[config.mk]
export PLATFORM = sky130hd
export DESIGN_NAME = line_buffer_feeder_stride_1
export DESIGN_NICKNAME = d
export VERILOG_FILES = /design/src/rtl/line_buffer_feeder_stride_1_pkg.sv /design/src/rtl/line_buffer_feeder_stride_1_scan_counter.sv /design/src/rtl/line_buffer_feeder_stride_1.sv
export SDC_FILE = /design/constraint.sdc
export NUM_CORES = 1
export LEC_CHECK = 0
export BUFFER_PORTS_ARGS = -buffer_cell sky130_fd_sc_hd__buf_2
export CAP_MARGIN = 0
export CORE_ASPECT_RATIO = 0.8
export CORE_MARGIN = 2
export CORE_UTILIZATION = 45
export DETAILED_ROUTE_END_ITERATION = 8
export GPL_ROUTABILITY_DRIVEN = 0
export GPL_TIMING_DRIVEN = 0
export PLACE_DENSITY_LB_ADDON = 0.25
export REMOVE_ABC_BUFFERS = 1
export SLEW_MARGIN = 10
export SYNTH_ARGS = -nofsm -noshare
export SYNTH_HDL_FRONTEND = slang
export SYNTH_SLANG_ARGS = --single-unit
[constraint.sdc]
create_clock -name clk -period 2.5 [get_ports clk]
set_input_delay 0.25 -clock clk [delete_from_list [all_inputs] [get_ports clk]]
set_output_delay 0.25 -clock clk [all_outputs]
set_load 0.01 [all_outputs]
[src/rtl/line_buffer_feeder_stride_1_pkg.sv]
`default_nettype none
// ============================================================================
//  Module      : line_buffer_feeder_stride_1_pkg
//  Description : Shared definitions for the line-buffer feeder. Holds the
//                feeder FSM state encoding and the default frame geometry.
//                The line-buffer control block uses the same frame size.
//  Revision    : 1.0 - initial release
// ============================================================================
package line_buffer_feeder_stride_1_pkg;

    // Default frame geometry. y is the inner scan dimension.
    localparam int DEF_INPUT_Y  = 3;
    localparam int DEF_INPUT_X  = 3;
    localparam int FRAME_PIXELS = DEF_INPUT_X * DEF_INPUT_Y;

    // Feeder FSM states
    typedef enum logic [2:0] {
        ST_IDLE  = 3'd0,
        ST_ISSUE = 3'd1,
        ST_LAST  = 3'd2,
        ST_ARM   = 3'd3,
        ST_DRAIN = 3'd4
    } feeder_state_t;

endpackage : line_buffer_feeder_stride_1_pkg
`default_nettype wire

[src/rtl/line_buffer_feeder_stride_1_scan_counter.sv]
`default_nettype none
// ============================================================================
//  Module      : line_buffer_scan_counter
//  Description : Column-major scan counters for one feature-map frame.
//                y counts 0..input_y-1 (inner), x counts 0..input_x-1
//                (outer); the address counter simply increments, which
//                equals base + x*input_y + y and wraps modulo 2**ADDR_WIDTH.
//  Ports       : clk, rst       - clock, async active-high reset
//                load/base_addr - restart scan at base_addr (priority)
//                en             - advance one pixel
//                addr           - current read address
//                first/last     - current pixel is first / last of frame
//  Revision    : 1.0 - initial release
// ============================================================================
module line_buffer_scan_counter
    import line_buffer_feeder_stride_1_pkg::*;
#(
    parameter int input_y    = DEF_INPUT_Y,
    parameter int input_x    = DEF_INPUT_X,
    parameter int ADDR_WIDTH = 16
) (
    input  logic                  clk,
    input  logic                  rst,
    input  logic                  load,
    input  logic [ADDR_WIDTH-1:0] base_addr,
    input  logic                  en,
    output logic [ADDR_WIDTH-1:0] addr,
    output logic                  first,
    output logic                  last
);

    localparam int YW = (input_y > 1) ? $clog2(input_y) : 1;
    localparam int XW = (input_x > 1) ? $clog2(input_x) : 1;
    localparam logic [YW-1:0] Y_LAST = YW'(input_y - 1);
    localparam logic [XW-1:0] X_LAST = XW'(input_x - 1);

    logic [YW-1:0]         y_q, y_d;
    logic [XW-1:0]         x_q, x_d;
    logic [ADDR_WIDTH-1:0] addr_q, addr_d;

    always_comb begin
        y_d    = y_q;
        x_d    = x_q;
        addr_d = addr_q;
        if (load) begin
            y_d    = '0;
            x_d    = '0;
            addr_d = base_addr;
        end else if (en) begin
            addr_d = addr_q + 1'b1;
            if (y_q == Y_LAST) begin
                y_d = '0;
                x_d = (x_q == X_LAST) ? '0 : x_q + 1'b1;
            end else begin
                y_d = y_q + 1'b1;
            end
        end
    end

    always_ff @(posedge clk or posedge rst) begin
        if (rst) begin
            y_q    <= '0;
            x_q    <= '0;
            addr_q <= '0;
        end else begin
            y_q    <= y_d;
            x_q    <= x_d;
            addr_q <= addr_d;
        end
    end

    assign addr  = addr_q;
    assign first = (y_q == '0) && (x_q == '0);
    assign last  = (y_q == Y_LAST) && (x_q == X_LAST);

endmodule : line_buffer_scan_counter
`default_nettype wire

[src/rtl/line_buffer_feeder_stride_1.sv]
`default_nettype none
// ============================================================================
//  Module      : line_buffer_feeder_stride_1
//  Description : Streams one input_y x input_x feature map from on-chip
//                memory into the 3x3 line buffer, one pixel per cycle, with
//                sof/input_valid. A new frame starts only once the line
//                buffer control has finished flushing (lb_busy low).
//  Ports       : clk, rst            - clock, async active-high reset
//                start, base_addr    - frame request and start address
//                hold                - suppress this cycle's read
//                lb_busy             - line-buffer flush in progress
//                mem_rd_en/mem_addr  - memory read request
//                mem_rd_data         - read data, one cycle after mem_rd_en
//                pixel_out/input_valid/sof - pixel stream to line buffer
//                active/done         - frame in progress / frame flushed
//  Revision    : 1.0 - initial release
// ============================================================================
module line_buffer_feeder_stride_1
    import line_buffer_feeder_stride_1_pkg::*;
#(
    parameter int input_y    = DEF_INPUT_Y,
    parameter int input_x    = DEF_INPUT_X,
    parameter int DATA_WIDTH = 16,
    parameter int ADDR_WIDTH = 16
) (
    input  logic                  clk,
    input  logic                  rst,
    input  logic                  start,
    input  logic [ADDR_WIDTH-1:0] base_addr,
    input  logic                  hold,
    input  logic                  lb_busy,
    output logic                  mem_rd_en,
    output logic [ADDR_WIDTH-1:0] mem_addr,
    input  logic [DATA_WIDTH-1:0] mem_rd_data,
    output logic [DATA_WIDTH-1:0] pixel_out,
    output logic                  input_valid,
    output logic                  sof,
    output logic                  active,
    output logic                  done
);

    feeder_state_t state_q, state_d;
    logic          pending_q, pending_d;
    logic          input_valid_q, input_valid_d;
    logic          sof_q, sof_d;
    logic          done_q, done_d;

    logic          rd_en;
    logic          cnt_load;
    logic          cnt_en;
    logic          scan_first;
    logic          scan_last;

    line_buffer_scan_counter #(
        .input_y    (input_y),
        .input_x    (input_x),
        .ADDR_WIDTH (ADDR_WIDTH)
    ) u_scan (
        .clk       (clk),
        .rst       (rst),
        .load      (cnt_load),
        .base_addr (base_addr),
        .en        (cnt_en),
        .addr      (mem_addr),
        .first     (scan_first),
        .last      (scan_last)
    );

    always_comb begin
        state_d   = state_q;
        pending_d = pending_q;
        done_d    = 1'b0;
        rd_en     = 1'b0;
        cnt_load  = 1'b0;
        cnt_en    = 1'b0;

        case (state_q)
            ST_IDLE: begin
                // The address is captured with the start pulse itself, so a
                // start parked behind lb_busy keeps its own base address.
                cnt_load = start;
                if ((start || pending_q) && !lb_busy) begin
                    pending_d = 1'b0;
                    state_d   = ST_ISSUE;
                end else if (start) begin
                    pending_d = 1'b1;
                end
            end
            ST_ISSUE: begin
                if (!hold) begin
                    rd_en  = 1'b1;
                    cnt_en = 1'b1;
                    if (scan_last) begin
                        state_d = ST_LAST;
                    end
                end
            end
            ST_LAST: begin
                state_d = ST_ARM;
            end
            // lb_busy is registered from the last input_valid downstream;
            // this cycle gives it time to rise before DRAIN samples it.
            ST_ARM: begin
                state_d = ST_DRAIN;
            end
            ST_DRAIN: begin
                if (!lb_busy) begin
                    done_d  = 1'b1;
                    state_d = ST_IDLE;
                end
            end
            default: begin
                state_d = ST_IDLE;
            end
        endcase

        input_valid_d = rd_en;
        sof_d         = rd_en && scan_first;
    end

    always_ff @(posedge clk or posedge rst) begin
        if (rst) begin
            state_q       <= ST_IDLE;
            pending_q     <= 1'b0;
            input_valid_q <= 1'b0;
            sof_q         <= 1'b0;
            done_q        <= 1'b0;
        end else begin
            state_q       <= state_d;
            pending_q     <= pending_d;
            input_valid_q <= input_valid_d;
            sof_q         <= sof_d;
            done_q        <= done_d;
        end
    end

    // The memory's read register is the pipeline stage for the data; it
    // lines up with input_valid_q, and is gated so idle/reset outputs are 0.
    assign mem_rd_en   = rd_en;
    assign input_valid = input_valid_q;
    assign pixel_out   = input_valid_q ? mem_rd_data : '0;
    assign sof         = sof_q;
    assign active      = (state_q != ST_IDLE);
    assign done        = done_q;

endmodule : line_buffer_feeder_stride_1
`default_nettype wire
# Yosys cells after proc, flatten, opt, wreduce, memory -nomap -nowiden
# Index checks and enable logic that the tools add are counted.
dict set report word_totals {
  ff_bits 27
  input_bits 37
  out_inout_bits 37
  elab_cells 59
}
dict set report classes {
  addsub 3
  n_eq_ne 10
  mux 22
  n_reduce_logical 16
}
# op count
set ops {}
lappend ops {{16-bit 2-to-1 mux} 3}
lappend ops {{16-bit by 1-bit adder with 16-bit output (second input constant)} 1}
lappend ops {{3-bit one-hot mux with 5 select lines} 1}
lappend ops {{2-bit 2-to-1 mux} 7}
lappend ops {{3-bit 2-to-1 mux} 4}
lappend ops {{2-bit != test (second input constant)} 4}
lappend ops {{1-bit 2-to-1 mux} 7}
lappend ops {{3-bit by 2-bit equality test with 1-bit output (second input constant)} 2}
lappend ops {{2-bit nonzero test} 3}
lappend ops {{2-bit by 1-bit adder with 2-bit output (second input constant)} 2}
lappend ops {{2-bit equality test (second input constant)} 2}
lappend ops {{1-bit logical AND} 4}
lappend ops {{2-bit logical NOT} 2}
lappend ops {{2-bit AND reduction} 2}
lappend ops {{4-bit AND reduction} 1}
lappend ops {{3-bit by 1-bit equality test with 1-bit output (second input constant)} 1}
lappend ops {{3-bit equality test (second input constant)} 1}
lappend ops {{3-bit logical NOT} 1}
lappend ops {{3-bit nonzero test} 1}
lappend ops {{1-bit logical NOT} 1}
lappend ops {{1-bit logical OR} 1}

# Logic depth before layout (Yosys ltp)
# Gate-level depths: netlist (run 1).
dict set report logic_depth {
  depth_word 5
  mapped_depth 8
  depth_no_buf 5
}

# Cells and area by module
# From an unflattened synthesis (run 1), not the netlist that was laid out.
dict set report hier_totals {
  hier_cells 167
  hier_area_um2 1505.2
}
# mod instances cells_each area_per_inst_um2 seq_area_each_um2
set modules_own_cells {}
lappend modules_own_cells {line_buffer_scan_counter 1 121 1097.3 500.5}
lappend modules_own_cells {line_buffer_feeder_stride_1 1 46 407.9 175.2}

# Worst setup path before layout (run 1)
# OpenSTA, ideal clock, no wires.
dict set report synth_path {
  path_type {reg2reg}
  startpoint {register state_q[1]}
  endpoint {register u_scan.addr_q[10] (netlist: u_scan.addr[10])}
  setup_ps 124
  t_arrival_ps 1682
  required_time_ps 2376
  slack_ps 694
  stages_incl_launch_ff 8
  path_buffers 2
  period_less_slack_ps 1806
  path_cell_list {dfrtp_1 buf_6 or4b_4 buf_6 clkinv_4 and3_4 a31oi_1 a211o_1}
}
dict set report synth_between {
  elab_chain_len 3
  elab_cells_between_ends 6
  cone_classes {eq/ne: 1; mux: 3; reduce/logical: 2}
}
# element line_no
set synth_rtl {}
lappend synth_rtl {{start: declaration} line_buffer_feeder_stride_1.sv:42} ;# feeder_state_t state_q, state_d;
lappend synth_rtl {{start signal: assignment} line_buffer_feeder_stride_1.sv:129} ;# state_q <= state_d;
lappend synth_rtl {{3-bit by 1-bit equality test with 1-bit output or 3-bit logical NOT (tied branches)} line_buffer_feeder_stride_1.sv:77} ;# case (state_q)
lappend synth_rtl {{1-bit 2-to-1 mux} line_buffer_feeder_stride_1.sv:77}
lappend synth_rtl {{2-bit nonzero test (no line) or 16-bit 2-to-1 mux (tied branches)} --}
lappend synth_rtl {{end signal: assignment} line_buffer_feeder_stride_1_scan_counter.sv:68} ;# addr_q <= addr_d;
lappend synth_rtl {{end: declaration} line_buffer_feeder_stride_1_scan_counter.sv:39} ;# logic [ADDR_WIDTH-1:0] addr_q, addr_d;
# Parallel ways exist; a longest one is shown, timed or not.
# A chain may end at the register's enable or synchronous reset.

# Worst setup path after layout (run 1)
dict set report layout_path {
  startpoint {register state_q[1]}
  endpoint {output port mem_rd_en}
}
dict set report layout_between {
  elab_chain_len 2
}
# element line_no
set layout_rtl {}
lappend layout_rtl {{3-bit by 1-bit equality test with 1-bit output} line_buffer_feeder_stride_1.sv:77}
lappend layout_rtl {{1-bit 2-to-1 mux} line_buffer_feeder_stride_1.sv:77}
lappend layout_rtl {{end: declaration} line_buffer_feeder_stride_1.sv:32} ;# output logic mem_rd_en,
# Every way passes these cells.

==> run metrics, run 1 <==
hold depth=2; hold slack final=141 ps; DP Wirelength=2690 um; HP Class=in2reg; synth warn=0; filler instances=328; M2 GR Usage=0.270; TritonCTS buffer count=3; Syn Inst Count=173; Worst-Margin Slew=1020 ps; Critical R2R Launch=state_q[1]; Final Max Tran Viols=0; ant diodes=0; first-pass GRT wire length=5660 um; postcts setup bufs=0; cells on worst reg2reg path=5; Yosys reg bits=27; register-to-register setup slack=550 ps; mapped cell area=1610 um2; Final Hold Fails=0; 1st-iter DRT viols=77; CTS max path bufs=2; Clk pin slew, worst setup/hold paths=90 ps; CP Data Arrival Time=1740 ps; Final Critical Period=1990 ps; Routed WL per cell=12.3 um; top-count cell post-synth=dfrtp_1; final non-filler cell total=285; DIE HEIGHT=57.4 um; Hold Path Origin=lb_busy; Total GRT Usage=0.174; Layout Nets=282; Worst-Skew Late Latency=280 ps; RSZ-0062 raised after global routing=no; CP Data Required Time=2250 ps; crit path kind=reg2out; register area share after synthesis=0.421; max-cap viol count=0; Worst Setup End Kind=output port; Total Neg Setup Slack=0 ps; ys flop type=dfrtp_1; Initial Util=0.469; Period Utilization, post-route=0.798; Area growth syn-to-layout=27.0%; worst-path cell chain=or4b_4 -> clkinv_4 -> buf_2; share of layout cells above drive strength 1=0.358; multi-input logic area=857 um2; FF+latch area=676 um2; IO Pins=74; die area=4060 um2; H-Tree Depth=1; Rows=19; CP top delay family=simple AND/OR/NAND/NOR gates; # port buffers=73; Mean Syn Cell Area=9.28 um2; worst clock skew=5.15 ps; RR Endpoint=u_scan.addr[10]; vias in the first global route=1209; met1 usage=0.250; dominant cells by area after synthesis=dfrtp_1 42%, and2_1 7.8%, nand2_1 6.1%; CP max stage delay=650 ps; initial antenna violation count=0; Placed Cells=281; Max VDD drop=0.601 mV; Die W=70.8 um; Synth area leader=dfrtp_1; post-cts sizing count=0; CP Max Fanout=15; clk sink count=27; final setup fails=0; crit path buf inv count=2; DRT Pass-1 Iters=5; root buffer cell=clkbuf_8; area of the core=3420 um2; CP Launch Type=flip-flop; DRT antenna net count=0; vias per cell=5.03; hold buffers post-CTS=0; leakage power=1.01 nW; most used routing layer=met2; library cells used by synthesis=42; Worst path slowest cell=or4b_4; CTS tree=done; Fmax achieved=0.502 GHz; relative slew slack=0.318; Post-synth top cells=27 x dfrtp_1, 26 x nand2_1, 20 x and2_1, 9 x nor2_1; DRT Wirelength=3520 um; asr flop ratio synth=1.00; largest net degree at the start of global routing=28; DRC viols=0; grt total ovfl=0; PD cells=899 nW/um2; share of the synthesized area in the top cell type=0.421; run status=completed; vias=1434; Endpoint, Worst Hold=done; routing usage on met3=0.0459; number of synthesized flops with an enable pin=0
stage by stage:
step | cell area (um2) | power [W] | utilization | setup WS, ps
finish | 2040 | 0.00183 | 0.596 | 506
global route | 2040 | 0.00199 | 0.596 | 443
CTS | 2040 | 0.00185 | 0.596 | 506
detailed placement | 1990 | 0.00160 | 0.582 | 574
global placement | 1960 | 0.00156 | 0.573 | -718
floorplan | 1540 | 0.00129 | - | 44.5
cells in the final DEF (no fill, tap or decap), types with 2 or more instances in the layout:
master and count:
a31oi_1 2, buf_2 73, nand3_1 5, clkbuf_8 3, o21ai_0 6, inv_1 3
nor3_1 4, and2_1 20, nor4_1 2, mux2i_1 6, and4_1 2, and3_1 4
nor2b_1 2, nand4_4 2, xor2_1 7, a21oi_1 7, xnor2_1 2, nor2_1 9
o21ai_1 6, nand4_1 4, nand2_1 26, buf_6 2, dfrtp_1 27
per-layer routing:
layer,part of all wire,vias to the layer above
met5,0,-
met3,0.049,2
li1,-,740
met1,0.51,659
met2,0.44,33
met4,0.0048,0
layout make-up:
class	instances	area share
Timing Repair Buffer	75	0.190
Clock inverter	1	0.00245
Tap cell	42	0.0258
Inverter	4	0.00982
Multi-Input combinational cell	133	0.420
Clock buffer	3	0.0202
Sequential cell	27	0.331
report_power, final:
part / switching (W) / leakage, nW / internal (W)
combinational: 0.000417 / 0.672 / 0.000384
clock: 0.000139 / 0.0255 / 0.000112
sequential: 0.000198 / 0.317 / 0.000584
worst max-delay path by stage:
stage / from / slack [ps] / endpoint / cells past startpoint
4_1_cts: state_q[1] / 510 / mem_rd_en / 3
5_1_grt: state_q[1] / 440 / mem_rd_en / 3
3_3_place_gp: state_q[1] / -720 / u_scan.addr[15] / 4
6_report: state_q[1] / 510 / mem_rd_en / 3
3_5_place_dp: state_q[1] / 570 / u_scan.addr[10] / 5
2_1_floorplan: state_q[0] / 40 / u_scan.addr[15] / 4
state kept, by name, indices dropped and copies added, names as in the netlist:
| signal | count |
|---|---|
| input_valid | 1 |
| u_scan.addr | 16 |
| pending_q | 1 |
| state_q | 3 |
| sof | 1 |
| u_scan.x_q | 2 |
| done | 1 |
| u_scan.y_q | 2 |
logic make-up (layout without fill, tap and decap cells):
group                    after synthesis  after routing  synth area share
AO/OA/AOI/OAI                         26             26            0.0951
XOR/XNOR                               9              9            0.0491
multiplexers                           6              6            0.0374
AND/OR/NAND/NOR                       91             91             0.339
adder cells (fa/ha/maj)                1              1           0.00779
flip-flops                            27             27             0.421
buffers and inverters                 13             83            0.0507
worst reg2reg max path, cell delays in order, from the launching register on:
cell and delay, ps:
dfrtp_1 500, or4b_4 650, clkinv_4 160, and3_4 210, a31oi_1 80, a211o_1 230
Note: power is estimated with default switching activity, not from simulation.
==> run 2: changes to the inputs <==
--- a/config.mk
+++ b/config.mk
@@ -9,7 +9,7 @@
 export CAP_MARGIN = 0
 export CORE_ASPECT_RATIO = 0.8
 export CORE_MARGIN = 2
-export CORE_UTILIZATION = 45
+export CORE_UTILIZATION = 42
 export DETAILED_ROUTE_END_ITERATION = 8
 export GPL_ROUTABILITY_DRIVEN = 0
 export GPL_TIMING_DRIVEN = 0
==> constraint.sdc (replaced) <==
create_clock -name clk -period 1.73 [get_ports clk]
set_input_delay 0.173 -clock clk [delete_from_list [all_inputs] [get_ports clk]]
set_output_delay 0.173 -clock clk [all_outputs]
set_load 0.01 [all_outputs]
==> run 2 against run 1 <==
Against the previous run: combinational power grew 62%; register-to-register slack worse by 540 ps; design area is 5.5% higher; sequential share of layout area shrank 1.5 points; global-route usage up 1.1 points; largest cell class unchanged; via count increased by 2.6%; critical path depth rose by 2; critical path type is now reg2reg; largest power group unchanged; wire length up 8.0%; worst setup slack worse by 500 ps.
==> run metrics, run 2 (same netlist as run 1, synthesis figures left out) <==
Worst-Margin Slew=1040 ps (+16.5 ps); first-pass GRT wire length=6260 um (+11%); IO Pins=74 (unchanged); HP Class=in2reg; grt total ovfl=0 (unchanged); Rows=20 (+1); CTS max path bufs=2 (unchanged); hold buffers post-CTS=0 (unchanged); CP Data Required Time=1900 ps (-350 ps); CP Launch Type=flip-flop; CP Data Arrival Time=1890 ps (+150 ps); TritonCTS buffer count=3 (unchanged); Critical R2R Launch=state_q[2]; RSZ-0062 raised after global routing=yes; Layout Nets=295 (+4.6%); crit path buf inv count=1 (-1); vias=1472 (+2.6%); Final Hold Fails=0 (unchanged); Worst-Skew Late Latency=280 ps (about the same); max FFs per register=16 (unchanged); worst-path cell chain=or4b_4 -> clkinv_8 -> and3_4 -> a31oi_1 -> a211o_1; Clk pin slew, worst setup/hold paths=100 ps (about the same); register-to-register setup slack=6 ps (-540 ps); crit path kind=reg2reg; worst setup path start=state_q[2]; die area=4340 um2 (+6.7%); Worst path slowest cell=or4b_4; DRT antenna net count=0 (unchanged); 1st-iter DRT viols=77 (unchanged); Routed WL per cell=12.7 um (+2.6%); largest net degree at the start of global routing=28 (unchanged); most frequent cells in the layout=73 x buf_2, 26 x nand2_1, 24 x dfrtp_1, 20 x and2_1, 14 x buf_4; vias per cell=4.91 (-2.5%); area of the core=3730 um2 (+8.9%); max-cap viol count=0 (unchanged); worst clock skew=4.94 ps (-0.213 ps); vias in the first global route=1359 (+12%); DRT Wirelength=3800 um (+8.0%); clk sink count=27 (unchanged); RR Endpoint=u_scan.addr[10]; Area growth syn-to-layout=34.0%; Initial Util=0.431 (-0.0384); leakage power=1.08 nW (+6.3%); # port buffers=73 (unchanged); CTS tree=done; Worst Setup End Kind=flip-flop; PD cells=1300 nW/um2 (+45%); Fmax achieved=0.580 GHz; most common cell after layout, fill and taps aside=buf_2; DRC viols=0 (unchanged); H-Tree Depth=1 (unchanged); CP Max Fanout=11 (-4); cell depth of the worst setup path=5 (+2); CP Capture Point=u_scan.addr[10]; DRT Pass-1 Iters=4 (-1); Die W=73.1 um (+3.3%); CP top delay family=simple AND/OR/NAND/NOR gates; Final Max Tran Viols=0 (unchanged); filler instances=347 (+5.8%); root buffer cell=clkbuf_8; share of layout cells above drive strength 1=0.406 (+0.0482); final setup fails=0 (unchanged); Period Utilization, post-route=0.997; initial antenna violation count=0 (unchanged); CP max stage delay=570 ps (-80 ps); final non-filler cell total=300 (+5.3%); cells on worst reg2reg path=5 (unchanged); Total Neg Setup Slack=0 ps (unchanged); DP Wirelength=2740 um (+2.0%); final core occ=0.577 (-0.0189); ant diodes=0 (unchanged); Final Critical Period=1720 ps; run status=completed; Total GRT Usage=0.185 (+0.0109); Max VDD drop=0.583 mV (-2.9%); relative slew slack=0.306 (-0.0110); DIE HEIGHT=59.3 um (+3.3%); Placed Cells=282 (+0.36%)
-- run 2: how the worst min path moves through the flow --
| stage | from | to | cells past startpoint |
|---|---|---|---|
| after detailed placement | lb_busy | done | 2 |
| after floorplan | rst | done | 1 |
| after global routing | lb_busy | done | 2 |
| after CTS | lb_busy | done | 2 |
| final | lb_busy | done | 2 |
| after global placement | lb_busy | done | 2 |
-- run 2: metrics by stage --
stage | hold slack (ps) | setup slack, ps | power [W] | cell area (um2)
5_1_grt | 68.3 | -35.6 | 0.00302 | 2150
6_report | 59.5 | 5.51 | 0.00280 | 2150
4_1_cts | 52.2 | 14.1 | 0.00276 | 2110
3_5_place_dp | 359 | -229 | 0.00231 | 1980
2_1_floorplan | 226 | -725 | 0.00186 | 1540
3_3_place_gp | 364 | -1470 | 0.00227 | 1960
-- run 2: routing by layer --
metal,up-vias,wire [um],track usage
li1,771,-,-
met1,664,1910,0.263
met2,35,1690,0.283
met3,2,190,0.0459
met4,0,13,0.0476
met5,-,0,0
-- run 2: area by class of cell --
type / count / area (um2) / area share
multi-input combinational: 133 / 861 / 0.400
sequential: 27 / 679 / 0.316
timing repair buffer: 88 / 482 / 0.224
tap: 44 / 55.1 / 0.0256
clock buffer: 3 / 41.3 / 0.0192
inverter: 4 / 27.5 / 0.0128
clock inverter: 1 / 5.00 / 0.00233
-- run 2: where the power goes --
part           switching [W]  leakage, nW  internal (W)
registers           0.000283        0.313      0.000847
logic               0.000649        0.740      0.000647
clock network       0.000208       0.0255      0.000162
total                0.00114         1.08       0.00166
-- run 2: what timing repair did --
action / CTS / global route
pin swaps: 2 / 2
endpoints found under the setup margin: 15 / 7
resized for setup: 5 / 1
setup buffers: 9 / 5
==> run 3: changes to the inputs <==
--- a/config.mk
+++ b/config.mk
@@ -9,7 +9,8 @@
 export CAP_MARGIN = 0
 export CORE_ASPECT_RATIO = 0.8
 export CORE_MARGIN = 2
-export CORE_UTILIZATION = 42
+export CORE_UTILIZATION = 43
+export CTS_BUF_LIST = sky130_fd_sc_hd__clkbuf_4
 export DETAILED_ROUTE_END_ITERATION = 8
 export GPL_ROUTABILITY_DRIVEN = 0
 export GPL_TIMING_DRIVEN = 0
@@ -18,4 +19,5 @@
 export SLEW_MARGIN = 10
 export SYNTH_ARGS = -nofsm -noshare
 export SYNTH_HDL_FRONTEND = slang
+export SYNTH_HIERARCHICAL = 1
 export SYNTH_SLANG_ARGS = --single-unit
==> run 3 against run 2 <==
Against the previous run: the flow now finishes with violations (negative setup slack); sequential power increased by 9%; first-iteration DRC count decreased by 14%; die area decreased by 7.9%; non-clock buffer count increased by 1; hold slack got worse by 35 ps; critical endpoint is now u_scan/addr[13].
==> run metrics, run 3 <==
run status=finished with violations; failing checks=negative setup slack; DIE HEIGHT=56.9 um (-4.0%); first-pass GRT wire length=6790 um (+8.5%); DRT Pass-1 Iters=4 (unchanged); DRT Wirelength=4250 um (+12%); clk sink count=27 (unchanged); DRT antenna net count=0 (unchanged); number of synthesized flops with an enable pin=0 (unchanged); filler instances=312 (-10%); CP Data Arrival Time=2120 ps (+230 ps); Worst-Margin Slew=782 ps (-257 ps); sequential power share=0.426 (+0.022); area of the core=3400 um2 (-8.8%); share of the synthesized area in the top cell type=0.449 (+0.0280); CTS tree=done; crit path kind=reg2reg; library cells used by synthesis=33 (-21%); relative slew slack=0.478 (+0.172); Total Neg Setup Slack=-746 ps (-746 ps); Worst Setup End Kind=flip-flop; final non-filler cell total=297 (-1.0%); multi-input logic area=857 um2 (-0.44%); Fmax achieved=0.528 GHz (-8.9%); TritonCTS buffer count=3 (unchanged); Final Hold Fails=0 (unchanged); # port buffers=73 (unchanged); CP Data Required Time=1960 ps (+60 ps); most frequent cells in the layout=72 x buf_2, 26 x dfrtp_1, 19 x nand2_1, 18 x and2_1, 13 x nor2_1; DRC viols=0 (unchanged); combinational share of power=0.474 (+0.010); register area share after synthesis=0.449 (+0.0280); synth warn=6 (+6); leakage power=1.01 nW (-5.9%); root buffer cell=clkbuf_4; HP Class=in2reg; vias=1566 (+6.4%); die area=3990 um2 (-7.9%); Post-synth top cells=27 x dfrtp_1, 20 x nand2_1, 18 x and2_1, 15 x o21ai_0, 13 x nor2_1; Total GRT Usage=0.216 (+0.0308); Net Sw Frac=0.423 (+0.0147); Mean Syn Cell Area=9.01 um2 (-2.9%); Rows=19 (-5.0%); CP Max Fanout=4 (-7); Area growth syn-to-layout=43.1%; Worst-Skew Late Latency=340 ps (+60 ps); vias in the first global route=1507 (+11%); CTS max path bufs=2 (unchanged); grt total ovfl=0 (unchanged); worst clock skew=18.7 ps (+13.8 ps); CP Launch Type=flip-flop; max-cap viol count=0 (unchanged); top-count cell post-synth=dfrtp_1; Clk pin slew, worst setup/hold paths=160 ps (+60 ps); Int Pwr=0.00167 W (+1.0%); dominant cells by area after synthesis=dfrtp_1 45%, and2_1 7.5%, nand2_1 5.0%; Initial Util=0.443 (+0.0122); Yosys reg bits=27 (unchanged); Period Utilization, post-route=1.09 (+0.0979); most common cell after layout, fill and taps aside=buf_2; Final Critical Period=1890 ps (+169 ps); initial antenna violation count=0 (unchanged); Routed WL per cell=14.3 um (+13%); Placed Cells=274 (-2.8%); asr flop ratio synth=1.00 (unchanged); max FFs per register=16 (unchanged); Setup WS post-layout=-164 ps (-169 ps); Final Max Tran Viols=0 (unchanged); largest net degree at the start of global routing=21 (-25%); PD cells=1340 nW/um2 (+3.4%); mapped cell area=1510 um2 (-6.2%); ys flop type=dfrtp_1; sw power=0.00122 W (+7.3%); DP Wirelength=2680 um (-2.2%); clock power share=0.100 (-0.032); share of layout cells above drive strength 1=0.435 (+0.0290); Max VDD drop=0.832 mV (+43%); FF+latch area=677 um2 (-0.37%); H-Tree Depth=1 (unchanged); Die W=70.2 um (-4.1%); Setup WS pre-CTS=-814 ps (-585 ps); vias per cell=5.27 (+7.5%); RSZ-0062 raised after global routing=yes; Syn Inst Count=167 (-3.5%); Layout Nets=294 (-0.34%); IO Pins=74 (unchanged); 1st-iter DRT viols=66 (-14%); final setup fails=11 (+11); Synth area leader=dfrtp_1; ant diodes=0 (unchanged)
[run 3: area by class of cell]
| cell class | count | share of cell area |
|---|---|---|
| Timing Repair Buffer | 89 | 0.241 |
| Clock buffer | 3 | 0.0105 |
| Inverter | 5 | 0.00871 |
| Clock inverter | 1 | 0.00348 |
| Sequential cell | 27 | 0.314 |
| Tap cell | 42 | 0.0244 |
| Multi-Input combinational cell | 130 | 0.398 |
[run 3: worst paths after layout]
path	startpoint	to	slack, ps	cells after the start
max reg2reg	state_q[1]	u_scan/addr[13]	-160	7
min reg2reg	pending_q	pending_q	510	1
min in group asynchronous	rst	done	280	3
min	base_addr[8]	u_scan/addr[8]	20	3
max in group asynchronous	rst	u_scan/x_q[1]	730	3
max	state_q[1]	u_scan/addr[13]	-160	7
[run 3: critical path: stages (launching register included)]
cell	delay (ps)
dfrtp_1	410
and2b_2	230
nor3b_4	250
buf_4	170
nand4_1	130
nor4_2	240
nor3b_1	90
a221o_1	260
[run 3: metrics by stage]
step                 util  total power [W]  hold WS (ps)  cell area, um2
detailed placement  0.554          0.00233           130            1880
CTS                 0.617          0.00279          24.4            2100
global placement    0.552          0.00229           126            1880
floorplan               -          0.00186         -23.6            1460
global route        0.634          0.00310          14.8            2150
finish              0.634          0.00290          24.3            2150
[run 3: routing by layer]
| metal | part of all wire | vias to the layer above | wire length (um) | GRT usage |
|---|---|---|---|---|
| met3 | 0.075 | 4 | 317 | 0.0628 |
| met2 | 0.51 | 63 | 2180 | 0.407 |
| met5 | 0 | - | 0 | 0 |
| met1 | 0.40 | 740 | 1710 | 0.242 |
| met4 | 0.0075 | 0 | 32 | 0.0495 |
| li1 | - | 759 | - | - |
[run 3: cells by family (layout without fill, tap and decap cells)]
logic type,Yosys count,in the layout,share of synthesized area
compound gates,27,27,0.109
xor+xnor,11,11,0.0640
fa+ha+maj,1,1,0.00831
buf+inv,13,98,0.0424
flops,27,27,0.449
mux,1,1,0.00665
simple gates,87,90,0.321
[run 3: power groups by stage]
stage	sequential, W	clock (W)	combinational (W)
2_1_floorplan	0.00126	0	0.000605
4_1_cts	0.00122	0.000294	0.00128
3_5_place_dp	0.00123	0	0.00110
5_1_grt	0.00128	0.000324	0.00150
3_3_place_gp	0.00122	0	0.00108
6_report	0.00123	0.000289	0.00137
[run 3: timing repair]
| item | 4_1_cts | 5_1_grt |
|---|---|---|
| buffers inserted | 11 | 5 |
| endpoints found under the hold margin | 18 | 0 |
| hold buffers | 2 | 0 |
| resized for setup | 20 | 15 |
| setup endpoints to repair | 22 | 23 |
| gates cloned | 2 | 1 |
| pin swaps | 8 | 8 |
